## src/rtl/free_list_ctrl_pkg.sv

```systemverilog
// Shared CPU sizing constants for rename, ROB and the physical-register free list.
package free_list_ctrl_pkg;

   localparam int CPU_PREG_WIDTH = 6;
   localparam int CPU_NUM_AREGS  = 32;
   localparam int CPU_NUM_PREGS  = 2 * CPU_NUM_AREGS;

   typedef logic [CPU_PREG_WIDTH-1:0] preg_t;

endpackage

```

## src/rtl/free_list_ctrl_fl_ptr.sv

```systemverilog
// Circular-buffer pointer: index plus wrap bit, advanced by one on inc.
module fl_ptr #(
   parameter int   DEPTH    = 32,
   parameter logic RST_WRAP = 1'b0
) (
   input  logic                     clk,
   input  logic                     rst,
   input  logic                     inc,
   output logic [$clog2(DEPTH):0]   ptr
);

   localparam int IDX_W = $clog2(DEPTH);

   always_ff @(posedge clk or posedge rst) begin
      if (rst) begin
         ptr <= {RST_WRAP, IDX_W'(0)};
      end else if (inc) begin
         if (ptr[IDX_W-1:0] == IDX_W'(DEPTH - 1))
            ptr <= {~ptr[IDX_W], IDX_W'(0)};
         else
            ptr <= ptr + (IDX_W + 1)'(1);
      end
   end

endmodule

```

## src/rtl/free_list_ctrl.sv

```systemverilog
// Physical-register free list: FIFO of free tags, zero-latency grant at the head,
// retired tags appended at the tail. Reset fills it with p(NUM_AREGS)..p(2*NUM_AREGS-1).
module free_list_ctrl
   import free_list_ctrl_pkg::*;
#(
   parameter int PREG_WIDTH = CPU_PREG_WIDTH,
   parameter int NUM_AREGS  = CPU_NUM_AREGS
) (
   input  logic                  clk,
   input  logic                  rst,
   input  logic                  alloc_req,
   output logic                  alloc_valid,
   output logic [PREG_WIDTH-1:0] alloc_preg,
   input  logic                  free_valid,
   input  logic [PREG_WIDTH-1:0] free_preg,
   output logic                  empty,
   output logic                  stall_out,
   output logic [PREG_WIDTH-1:0] free_count,
   output logic                  overflow_err
);

   localparam int IDX_W = $clog2(NUM_AREGS);

   logic [PREG_WIDTH-1:0] fifo [NUM_AREGS];
   logic [IDX_W:0]        head;
   logic [IDX_W:0]        tail;
   logic                  full;
   logic                  grant;
   logic                  free_nz;
   logic                  free_acc;

   assign empty = (head == tail);
   assign full  = (head[IDX_W-1:0] == tail[IDX_W-1:0]) && (head[IDX_W] != tail[IDX_W]);

   assign grant       = alloc_req & ~empty;
   assign alloc_valid = grant;
   assign alloc_preg  = fifo[head[IDX_W-1:0]];
   assign stall_out   = alloc_req & empty;

   // p0 is the hardwired x0 mapping and never circulates.
   assign free_nz  = free_valid && (free_preg != '0);
   // A free into a full list only fits if the head slot is vacated in the same cycle.
   assign free_acc = free_nz && (!full || grant);

   fl_ptr #(
      .DEPTH    (NUM_AREGS),
      .RST_WRAP (1'b0)
   ) u_head (
      .clk (clk),
      .rst (rst),
      .inc (grant),
      .ptr (head)
   );

   fl_ptr #(
      .DEPTH    (NUM_AREGS),
      .RST_WRAP (1'b1)
   ) u_tail (
      .clk (clk),
      .rst (rst),
      .inc (free_acc),
      .ptr (tail)
   );

   always_ff @(posedge clk or posedge rst) begin
      if (rst) begin
         for (int unsigned i = 0; i < NUM_AREGS; i++)
            fifo[i] <= PREG_WIDTH'(NUM_AREGS + i);
      end else if (free_acc) begin
         fifo[tail[IDX_W-1:0]] <= free_preg;
      end
   end

   always_ff @(posedge clk or posedge rst) begin
      if (rst) begin
         free_count   <= PREG_WIDTH'(NUM_AREGS);
         overflow_err <= 1'b0;
      end else begin
         if (free_nz && full && !grant)
            overflow_err <= 1'b1;
         case ({free_acc, grant})
            2'b10:   free_count <= free_count + PREG_WIDTH'(1);
            2'b01:   free_count <= free_count - PREG_WIDTH'(1);
            default: free_count <= free_count;
         endcase
      end
   end

endmodule
```

## config.mk

```make
export PLATFORM = sky130hd
export DESIGN_NAME = free_list_ctrl
export DESIGN_NICKNAME = d
export VERILOG_FILES = /design/src/rtl/free_list_ctrl_pkg.sv /design/src/rtl/free_list_ctrl_fl_ptr.sv /design/src/rtl/free_list_ctrl.sv
export SDC_FILE = /design/constraint.sdc
export NUM_CORES = 1
export LEC_CHECK = 0
export CORE_ASPECT_RATIO = 0.9
export CORE_UTILIZATION = 35
export DETAILED_ROUTE_END_ITERATION = 8
export DONT_BUFFER_PORTS = 1
export PLACE_DENSITY = 0.55
export SETUP_SLACK_MARGIN = 0.5
export SLEW_MARGIN = 0
export SYNTH_ARGS = -nofsm -noshare
export SYNTH_HDL_FRONTEND = slang
export SYNTH_SLANG_ARGS = --single-unit
```

## constraint.sdc

```tcl
create_clock -name clk -period 21.4 [get_ports clk]
set_clock_uncertainty 0.15 [all_clocks]
set_input_delay 4.28 -clock clk [delete_from_list [all_inputs] [get_ports clk]]
set_output_delay 4.28 -clock clk [all_outputs]
set_load 0.05 [all_outputs]
```

Word-level counts from Yosys, hierarchy flattened

Index checks and enable logic that the tools add are counted.

Eq/ne operators: 7
Magnitude comparators: 3
$add $sub $neg: 4
Mux-type cells: 9
Bitwise gates (word level): 7
Reductions and logical operators: 11

Operator list:

| operator              | number |
|---|---|
| $bwmux W192           | 1 |
| $bmux W6 S5           | 1 |
| $demux W6 S5          | 1 |
| $mux W6               | 5 |
| $add A6 B1 Y6 const B | 3 |
| $ge A6 B6 Y1 const B  | 2 |
| $not A5 Y6            | 2 |
| $pmux W6 S2           | 1 |
| $eq A5 B5 Y1 const B  | 2 |
| $eq A6 B6 Y1          | 1 |
| $logic_and A1 B1 Y1   | 6 |
| $lt A6 B1 Y1 const B  | 1 |
| $reduce_bool A6 Y1    | 1 |
| $sub A6 B1 Y6 const B | 1 |
| $eq A5 B5 Y1          | 1 |
| $not A1 Y1            | 3 |
| $and A1 B1 Y1         | 2 |
| $eq A2 B1 Y1 const B  | 1 |
| $eq A2 B2 Y1 const B  | 1 |
| $logic_not A1 Y1      | 2 |
| $reduce_bool A2 Y1    | 1 |
| $logic_or A1 B1 Y1    | 1 |
| $ne A1 B1 Y1          | 1 |

Output and inout port bits: 16
Word-level logic and storage cells: 77
Register bits: 211

Longest topological paths before layout

Gate-level depths: netlist of the first run.

Word-level depth: 7
Mapped depth: 15

By module

A second synthesis of the first run with hierarchy kept.

Cells, all modules: 689
Area total of the unflattened synthesis: 10,387.5 um2

By module, submodules not included:

| module           | sequential area each (um2) | times used | cells each | area each (um2) |
|---|---|---|---|---|
| free_list_ctrl   | 5,121.2                    | 1          | 629        | 9,725.6 |
| fl_ptr at u_tail | 151.4                      | 1          | 30         | 331.6 |
| fl_ptr at u_head | 150.1                      | 1          | 30         | 330.3 |

Worst setup path before layout of the first run

No wires, ideal clock.

Path type: input-to-output
Start: input port alloc_req
End: output port stall_out
Data arrival time: 5.411 ns
Stages on the path: 2
Setup slack: 11.559 ns
Data required time: 16.970 ns
Cell sequence: inv_1 -> nor3_1

Word-level cells in the longest chain between the ends: 1

Ends and longest elaborated chain:

| element       | RTL line             | text |
|---|---|---|
| from (decl)   | free_list_ctrl.sv:11 | `input logic alloc_req,` |
| $and A1 B1 Y1 | free_list_ctrl.sv:38 | `assign stall_out = alloc_req & empty;` |
| to (decl)     | free_list_ctrl.sv:17 | `output logic stall_out,` |

Every way passes these cells.

Worst setup path in the final report of the first run

Same ends and word-level chain as after synthesis.

==> results of run 1 <==
[synth_stat cells (6+ instances only)]
library cell | count | share of area
mux2_2 | 186 | 0.20
dfstp_2 | 114 | 0.28
dfrtp_1 | 97 | 0.23
clkbuf_1 | 42 | 0.015
mux2i_1 | 42 | 0.040
mux4_2 | 27 | 0.057
a211oi_2 | 25 | 0.029
nand2_1 | 17 | 0.0060
a211oi_1 | 16 | 0.011
o21ai_0 | 15 | 0.0071
inv_1 | 13 | 0.0046
mux2_1 | 13 | 0.014
buf_1 | 12 | 0.0042
nand4_1 | 12 | 0.0071
a221oi_1 | 10 | 0.0082
a22oi_1 | 10 | 0.0071
ha_1 | 10 | 0.012
buf_2 | 9 | 0.0042
nor2_1 | 9 | 0.0032
o22ai_1 | 9 | 0.0053
a21oi_1 | 8 | 0.0038
xnor2_1 | 8 | 0.0066
xor2_1 | 8 | 0.0066
nor2b_1 | 7 | 0.0041
a31oi_1 | 6 | 0.0035
and3_1 | 6 | 0.0035
nand3_1 | 6 | 0.0028
o221ai_1 | 6 | 0.0049
[worst min path at each step]
stage                      to  cells past startpoint       from
global route        fifo[181]                      1  fifo[181]
finish              fifo[165]                      1  fifo[165]
CTS                 fifo[165]                      1  fifo[165]
floorplan           fifo[126]                      1  fifo[126]
global placement     fifo[30]                      1   fifo[30]
detailed placement  fifo[130]                      1  fifo[130]
[state kept, by name, summed over array words and instances, names as in the netlist]
signal / flops
fifo: 192
free_count: 6
overflow_err: 1
u_head.ptr: 6
u_tail.ptr: 6
[final cells by class]
| type | count | area (um2) |
|---|---|---|
| Clock buffer | 35 | 724 |
| Clock inverter | 9 | 53.8 |
| Fill cell | 2925 | 18100 |
| Inverter | 13 | 56.3 |
| Multi-Input combinational cell | 486 | 4930 |
| Sequential cell | 211 | 5430 |
| Tap cell | 403 | 504 |
| Timing Repair Buffer | 7 | 52.6 |
[cell families (layout without fill, tap and decap cells)]
logic type,count (synthesis),in the layout,share of synthesized area
AOI/OAI and AO/OA,112,112,0.0869
xor gates and xnor gates,16,16,0.0132
adders and majority gates,10,10,0.0118
buffers and inverters,76,64,0.0279
DFF,211,211,0.510
muxes,268,268,0.307
and+or+nand+nor,80,80,0.0432
[power groups by stage]
stage               logic, W  clock network (W)  registers [W]
CTS                 0.000732           0.000410       0.000845
finish              0.000723           0.000397       0.000844
detailed placement  0.000731                  0       0.000851
global route        0.000783           0.000423       0.000879
global placement    0.000720                  0       0.000845
floorplan           0.000626                  0       0.000770
[layer usage]
layer,GRT usage,vias up
li1,-,2862
met1,0.256,3278
met2,0.243,135
met3,0.0270,42
met4,0.0406,0
met5,0,-
[metrics by stage]
stage               total power [W]  cells  setup WS (ps)  cell area (um2)  hold WS, ps
floorplan                   0.00140    773          11390            10600          325
global placement            0.00157   1120          11950            11000          335
detailed placement          0.00158   1120          11940            11000          341
CTS                         0.00199   1164          11940            11700          355
global route                0.00209   1164          11940            11700          362
finish                      0.00196   1164          11950            11700          354
==> impl_results.md, run 1 <==
* Outcome: finished clean
* Mean Syn Cell Area at 13.8 um2
* CP delay by family, top: simple AND/OR/NAND/NOR gates
* Hold buffer count at cts at 0
* Critical path, cell by cell: inv_1, nor3_2
* CTS Root Cell: clkbuf_16
* Hold crit path type: flop to flop
* Final core occ at 0.393
* Worst r2r src: u_head.ptr[0]
* Routed metal-1 wirelength at 12,400 um
* Die width at 186 um
* Max capacitance violation total at 0
* Initial antenna violation count at 0
* Max clock buf depth at 3
* WP depth at 2
* Tmin final at 9450 ps
* Max VDD drop at 113 uV
* Worst-path maximum fanout at 4
* CTS tree: done
* First-pass GRT wire length at 40,000 um
* Htree depth at 1
* Psw at 0.000717 W
* Setup TNS at 0 ps
* Combinational fraction of design power at 0.368
* Core area at 29,900 um2
* P_int at 0.00125 W
* YS warnings at 0
* Routed wl met2 at 10,900 um
* Max Used Layer: met4
* FF-to-FF End: free_count[4]
* Path depth of the worst reg2reg path at 12
* Final Wtd Congestion at 0.739
* Synthesized Nets at 793
* Post-CTS resize count at 0
* Die area at 31,100 um2
* CP startpoint: alloc_req
* Setup crit end: stall_out
* Crit-path slowest cell: nor3_2
* Startpoint types: input port
* Critical path arrival at 5020 ps
* Reg power frac at 0.430
* Fraction of layout cells with a size suffix above 1 at 0.535
* Asr flop ratio synth at 1.00
* Most common cell after layout, fill and taps aside: mux2_2
* DP Wirelength at 15,500 um
* Distinct cells, synth at 47
* Final setup viols at 0
* Clock Sinks at 211
* Final Hold Vio Count at 0
* Critical path data required time at 16,970 ps
* Vias at 6,317
* Crit-path max cell delay at 700 ps
* CP bufs+invs at 1
* Flops & latches, synth at 211
* Number of global-route vias before repair at 6,455
* Vias/cell at 5.43
* DRT Wirelength at 24,900 um
* Relative slew slack at 0.234
* I/O pins at 26
* Final nets at 763
* Worst-path clk slew at 60 ps
* Clk pwr share at 0.202
* Rows at 60
* Switch share at 0.365
* Port bufs at 0
* Drt first pass iters at 5
* Die H at 167 um
* Remaining global-route overflow at 0
* FF-to-FF setup slack at 17,010 ps
* Antenna Nets Post-Route at 0
* Drt drc at 0
* Ant. Diodes at 0
* Synth Flop Type: dfstp_2
* Starting Density at 0.356
* EDFF count, synth at 0
* Leak at 4.53 nW
* Gate Count Post-Synth at 773
* TritonCTS Buffers at 24
* Final Max Tran Viols at 0
* Total global-route track usage at 0.167
* WS Path Type: input port to primary output
* Largest net degree at the start of global routing at 138
* Latest clock arrival within the worst-skew pair at 520 ps
* Post-synthesis sequential area ratio at 0.510
* DR iter-0 viols at 427
* Total setup buffers inserted after CTS at 0
* Mapped Area at 10,600 um2
* Unrepaired setup endpoints after global routing: no
* P&R area growth vs syn at 10.4%
* CP endpoint kind: primary output
* Routed wl met3 at 1040 um
* Pwr/cell area at 167 nW/um2
* Worst-Margin Slew at 1140 ps
* Most frequent cells in the layout: mux2_2, dfstp_2, dfrtp_1
* Routed len/inst at 21.4 um
* Period utilisation layout at 0.442
* Fmax at 0.106 GHz
No activity file was read; power rests on OpenSTA's default activity.
==> run 2, diff against run 1 <==
--- a/config.mk
+++ b/config.mk
@@ -9,7 +9,7 @@
 export CORE_UTILIZATION = 35
 export DETAILED_ROUTE_END_ITERATION = 8
 export DONT_BUFFER_PORTS = 1
-export PLACE_DENSITY = 0.55
+export PLACE_DENSITY = 0.57
 export SETUP_SLACK_MARGIN = 0.5
 export SLEW_MARGIN = 0
 export SYNTH_ARGS = -nofsm -noshare
==> constraint.sdc (replaced) <==
create_clock -name clk -period 8.3 [get_ports clk]
set_clock_uncertainty 0.15 [all_clocks]
set_input_delay 1.66 -clock clk [delete_from_list [all_inputs] [get_ports clk]]
set_output_delay 1.66 -clock clk [all_outputs]
set_load 0.05 [all_outputs]
==> run 2 against run 1 <==
Net effect:
- clock power grew to 2.8 times the previous value
- total power grew to 2.6 times the previous value
- global-route usage is 0.85 points higher
- largest cell class unchanged
- largest power group unchanged
- highest routed layer unchanged
==> impl_results.md, run 2 (synthesis gave the netlist of run 1 again) <==
* Outcome: finished clean
* Pwr/cell area at 438 nW/um2
* P&R area growth vs syn at 11.3%
* Worst-Margin Slew at 1070 ps
* Max clock buf depth at 3
* Post-CTS resize count at 0
* Leak at 4.59 nW
* Die width at 186 um
* Setup TNS at 0 ps
* CTS tree: done
* Clock Sinks at 211
* Hold buffer count at cts at 0
* Antenna Nets Post-Route at 0
* Critical path arrival at 3950 ps
* Period utilisation layout at 0.694
* Worst-path maximum fanout at 27
* Power, Total at 0.00518 W
* Final Wtd Congestion at 0.816
* First-pass GRT wire length at 41,700 um
* Number of global-route vias before repair at 6,515
* TritonCTS Buffers at 24
* Worst-path clk slew at 60 ps
* Final Hold Vio Count at 0
* Rows at 60
* Starting Density at 0.356
* Remaining global-route overflow at 0
* Largest register FFs at 192
* Critical path, cell by cell: buf_4, or3b_2, o22ai_1, a311oi_1, a22oi_1
* Setup crit end: alloc_preg[5]
* Most common cell after layout, fill and taps aside: mux2_2
* Vias/cell at 5.47
* CTS Root Cell: clkbuf_16
* FF-to-FF End: free_count[4]
* Latest clock arrival within the worst-skew pair at 520 ps
* Sequential cell area at 5430 um2
* DR iter-0 viols at 427
* Port bufs at 0
* Reg with most FFs: fifo
* WS Path Type: flop to primary output
* Max VDD drop at 245 uV
* Drt first pass iters at 4
* Die area at 31,100 um2
* Drt drc at 0
* Path depth of the worst reg2reg path at 12
* Total global-route track usage at 0.175
* I/O pins at 26
* DP Wirelength at 16,900 um
* CP endpoint kind: primary output
* Worst r2r src: u_head.ptr[2]
* Crit-path slowest cell: a22oi_1
* Core area at 29,900 um2
* DRT Wirelength at 26,000 um
* FF-to-FF setup slack at 3810 ps
* Max capacitance violation total at 0
* Ant. Diodes at 0
* Fraction of layout cells with a size suffix above 1 at 0.539
* Hold crit path type: flop to flop
* CP startpoint: u_head.ptr[1]
* Routed len/inst at 22.3 um
* Tmin final at 5760 ps
* Final Max Tran Viols at 0
* Total setup buffers inserted after CTS at 0
* Crit-path max cell delay at 1100 ps
* Final nets at 767
* Filler cells at 2,888
* Htree depth at 1
* Die H at 167 um
* Final setup viols at 0
* Fmax at 0.174 GHz
* Unrepaired setup endpoints after global routing: no
* Relative slew slack at 0.290
* Multi-input combinational cell area at 4930 um2
* Most frequent cells in the layout: mux2_2, dfstp_2, dfrtp_1
* Critical path data required time at 6490 ps
* Vias at 6,391
* Initial antenna violation count at 0
* Startpoint types: flop
* Largest net degree at the start of global routing at 131
[run 2: cell types whose count changed in the layout (fill, tap and decap cells not counted), sizes merged]
cell | previous run | this run
buf | 7 | 11
clkinvlp | 3 | 0
bufinv | 0 | 2
clkbuf | 35 | 36
clkinv | 5 | 6
inv | 14 | 13
[run 2: worst min path at each step]
stage                    from         to  slack, ps  cells after the start
finish              fifo[188]  fifo[188]        350                      1
global route        fifo[150]  fifo[150]        370                      1
CTS                  fifo[63]   fifo[63]        350                      1
detailed placement   fifo[63]   fifo[63]        340                      1
global placement    fifo[154]  fifo[154]        330                      1
floorplan           fifo[126]  fifo[126]        330                      1
[run 2: cell type report]
cell class | count | area share
multi-input combinational | 486 | 0.417
clock inverter | 8 | 0.00856
timing repair buffer | 11 | 0.00698
sequential | 211 | 0.458
tap | 403 | 0.0426
clock buffer | 36 | 0.0624
inverter | 13 | 0.00476
[run 2: worst max-delay path: cells and delay by family (launching register included)]
| kind | cells | cell delay [ps] |
|---|---|---|
| buf+inv | 1 | 560 |
| compound gates | 3 | 1400 |
| flops | 1 | 920 |
| simple gates | 1 | 520 |
[run 2: where the power goes]
part | internal, W | switching [W] | total (W)
logic | 0.000895 | 0.000967 | 0.00186
registers | 0.00172 | 0.000497 | 0.00222
clock network | 0.000678 | 0.000424 | 0.00110
[run 2: per-stage QoR]
| step | area [um2] | hold slack (ps) | setup slack, ps | std cells | util |
|---|---|---|---|---|---|
| finish | 11800 | 352 | 2540 | 1168 | 0.396 |
| global route | 11800 | 371 | 2340 | 1168 | 0.396 |
| CTS | 11800 | 355 | 2510 | 1168 | 0.396 |
| detailed placement | 11000 | 341 | 3090 | 1124 | 0.368 |
| global placement | 11000 | 334 | 3110 | 1124 | 0.368 |
| floorplan | 10600 | 325 | 913 | 773 | - |
[run 2: per-layer routing]
layer,track usage,wire [um]
met3,0.0352,1340
met1,0.268,12700
met4,0.0306,383
met2,0.257,11600
met5,0,0
==> run 3, diff against run 2 <==
--- a/config.mk
+++ b/config.mk
@@ -9,7 +9,7 @@
 export CORE_UTILIZATION = 35
 export DETAILED_ROUTE_END_ITERATION = 8
 export DONT_BUFFER_PORTS = 1
-export PLACE_DENSITY = 0.57
+export PLACE_DENSITY = 0.55
 export SETUP_SLACK_MARGIN = 0.5
 export SLEW_MARGIN = 0
 export SYNTH_ARGS = -nofsm -noshare
==> constraint.sdc (replaced) <==
create_clock -name clk -period 5.9 [get_ports clk]
set_clock_uncertainty 0.15 [all_clocks]
set_input_delay 1.18 -clock clk [delete_from_list [all_inputs] [get_ports clk]]
set_output_delay 1.18 -clock clk [all_outputs]
set_load 0.05 [all_outputs]
==> run 3 against run 2 <==
Net effect:
- non-clock buffer count increased by 6
- global-route usage decreased by 0.36 points
- sequential power increased by 37%
- die area unchanged
- final area increased by 1.1%
- sequential share of layout area decreased by 0.49 points
- register-to-register slack got worse by 2100 ps
- utilization increased by 0.43 points
- routed wire length decreased by 0.84%
- first-iteration DRC count decreased by 7.3%
- combinational power increased by 49%
- worst hold slack got worse by 2.5 ps
- highest routed layer unchanged
==> impl_results.md, run 3 (synthesis gave the netlist of run 1 again) <==
* CTS Root Cell: clkbuf_16
* Reg power frac at 0.407
* Port bufs at 0
* Post-route cell area at 12,000 um2
* Die width at 186 um
* Die H at 167 um
* Pwr/cell area at 625 nW/um2
* Setup TNS at 0 ps
* Tmin final at 4620 ps
* Ant. Diodes at 0
* Number of global-route vias before repair at 6,441
* Drt drc at 0
* DR iter-0 viols at 396
* Final setup viols at 0
* Psw at 0.00267 W
* P&R area growth vs syn at 12.5%
* Largest net degree at the start of global routing at 134
* Hold crit path type: flop to flop
* Critical path arrival at 3290 ps
* Leak at 4.65 nW
* Hold buffer count at cts at 0
* Die area at 31,100 um2
* Htree depth at 1
* Final Max Tran Viols at 0
* Worst-path maximum fanout at 24
* I/O pins at 26
* Reg with most FFs: fifo
* Max VDD drop at 644 uV
* Critical path data required time at 4570 ps
* Most common cell after layout, fill and taps aside: mux2_2
* Core area at 29,900 um2
* P_int at 0.00481 W
* Total global-route track usage at 0.172
* Unrepaired setup endpoints after global routing: no
* Clk pwr share at 0.222
* Routed len/inst at 21.9 um
* Largest register FFs at 192
* DP Wirelength at 16,400 um
* Relative slew slack at 0.253
* Remaining global-route overflow at 0
* WS Path Type: flop to primary output
* First-pass GRT wire length at 41,100 um
* Total setup buffers inserted after CTS at 0
* Final nets at 775
* Max clock buf depth at 3
* Dpl cell area at 11,100 um2
* Most frequent cells in the layout: mux2_2, dfstp_2, dfrtp_1
* TritonCTS Buffers at 26
* Vias at 6,430
* Clock Sinks at 211
* DRT Wirelength at 25,800 um
* Combinational fraction of design power at 0.371
* Fmax at 0.216 GHz
* Final Wtd Congestion at 0.805
* Outcome: finished clean
* Switch share at 0.357
* Filler cells at 2,851
* Max capacitance violation total at 0
* Starting Density at 0.356
* Vias/cell at 5.46
* Initial antenna violation count at 0
* CP endpoint kind: primary output
* Period utilisation layout at 0.783
* Worst-path clk slew at 60 ps
* Fraction of layout cells with a size suffix above 1 at 0.539
* Worst-Margin Slew at 1110 ps
* Rows at 60
* Final Hold Vio Count at 0
* Drt first pass iters at 5
* CTS tree: done
* Latest clock arrival within the worst-skew pair at 530 ps
* Post-CTS resize count at 0
* Startpoint types: flop
* Antenna Nets Post-Route at 0
[run 3: cell types whose count changed in the layout (fill, tap and decap cells not counted)]
cell        before  now
buf_4           11   15
clkbuf_1         5    8
buf_12           0    2
clkbuf_8         5    7
clkinv_2         5    3
a211oi_1        15   16
a211oi_2        26   25
bufinv_16        2    3
clkbuf_16       26   27
clkinv_8         1    0
clkinvlp_4       0    1
inv_8            1    0
[run 3: per-layer routing]
metal | vias up | part of all wire | global-route usage
li1 | 2867 | - | -
met1 | 3408 | 0.50 | 0.265
met3 | 28 | 0.036 | 0.0257
met4 | 0 | 0.014 | 0.0317
met5 | - | 0 | 0
met2 | 127 | 0.45 | 0.255
[run 3: stage by stage]
step           total power (W)  std cells  setup slack [ps]  utilization  hold WS, ps
2_1_floorplan          0.00507        773              1790            -          325
3_3_place_gp           0.00581       1130              1640        0.370          334
3_5_place_dp           0.00585       1130              1550        0.370          340
4_1_cts                0.00754       1178              1260        0.401          353
5_1_grt                0.00791       1178              1160        0.401          363
6_report               0.00748       1178              1280        0.401          349
[run 3: area by class of cell]
class / count / area [um2] / area share
clock buffer: 42 / 802 / 0.0670
clock inverter: 6 / 105 / 0.00878
inverter: 13 / 52.6 / 0.00439
multi-input combinational: 486 / 4930 / 0.412
sequential: 211 / 5430 / 0.453
tap: 403 / 504 / 0.0421
timing repair buffer: 17 / 153 / 0.0128
[run 3: worst max-delay path, cell delays in order, from the launching register on]
cell and delay (ps):
dfrtp_2 720, buf_4 490, or3b_2 520, o221ai_1 210, a31oi_1 60, a22oi_1 450, buf_4 290
[run 3: final timing paths]
check	startpoint	end	slack, ps	depth (start not counted)
max reg2reg	u_head.ptr[3]	free_count[4]	1730	11
max in group asynchronous	rst	fifo[87]	4060	2
max	u_head.ptr[1]	alloc_preg[3]	1280	6
min reg2reg	fifo[13]	fifo[13]	350	1
min	fifo[13]	fifo[13]	350	1
min in group asynchronous	rst	fifo[13]	440	1
[run 3: power by group through the flow]
stage / sequential [W] / clock, W / combinational [W]
6_report: 0.00304 / 0.00166 / 0.00277
5_1_grt: 0.00316 / 0.00177 / 0.00298
4_1_cts: 0.00305 / 0.00170 / 0.00279
3_5_place_dp: 0.00306 / 0 / 0.00279
3_3_place_gp: 0.00305 / 0 / 0.00276
2_1_floorplan: 0.00279 / 0 / 0.00227
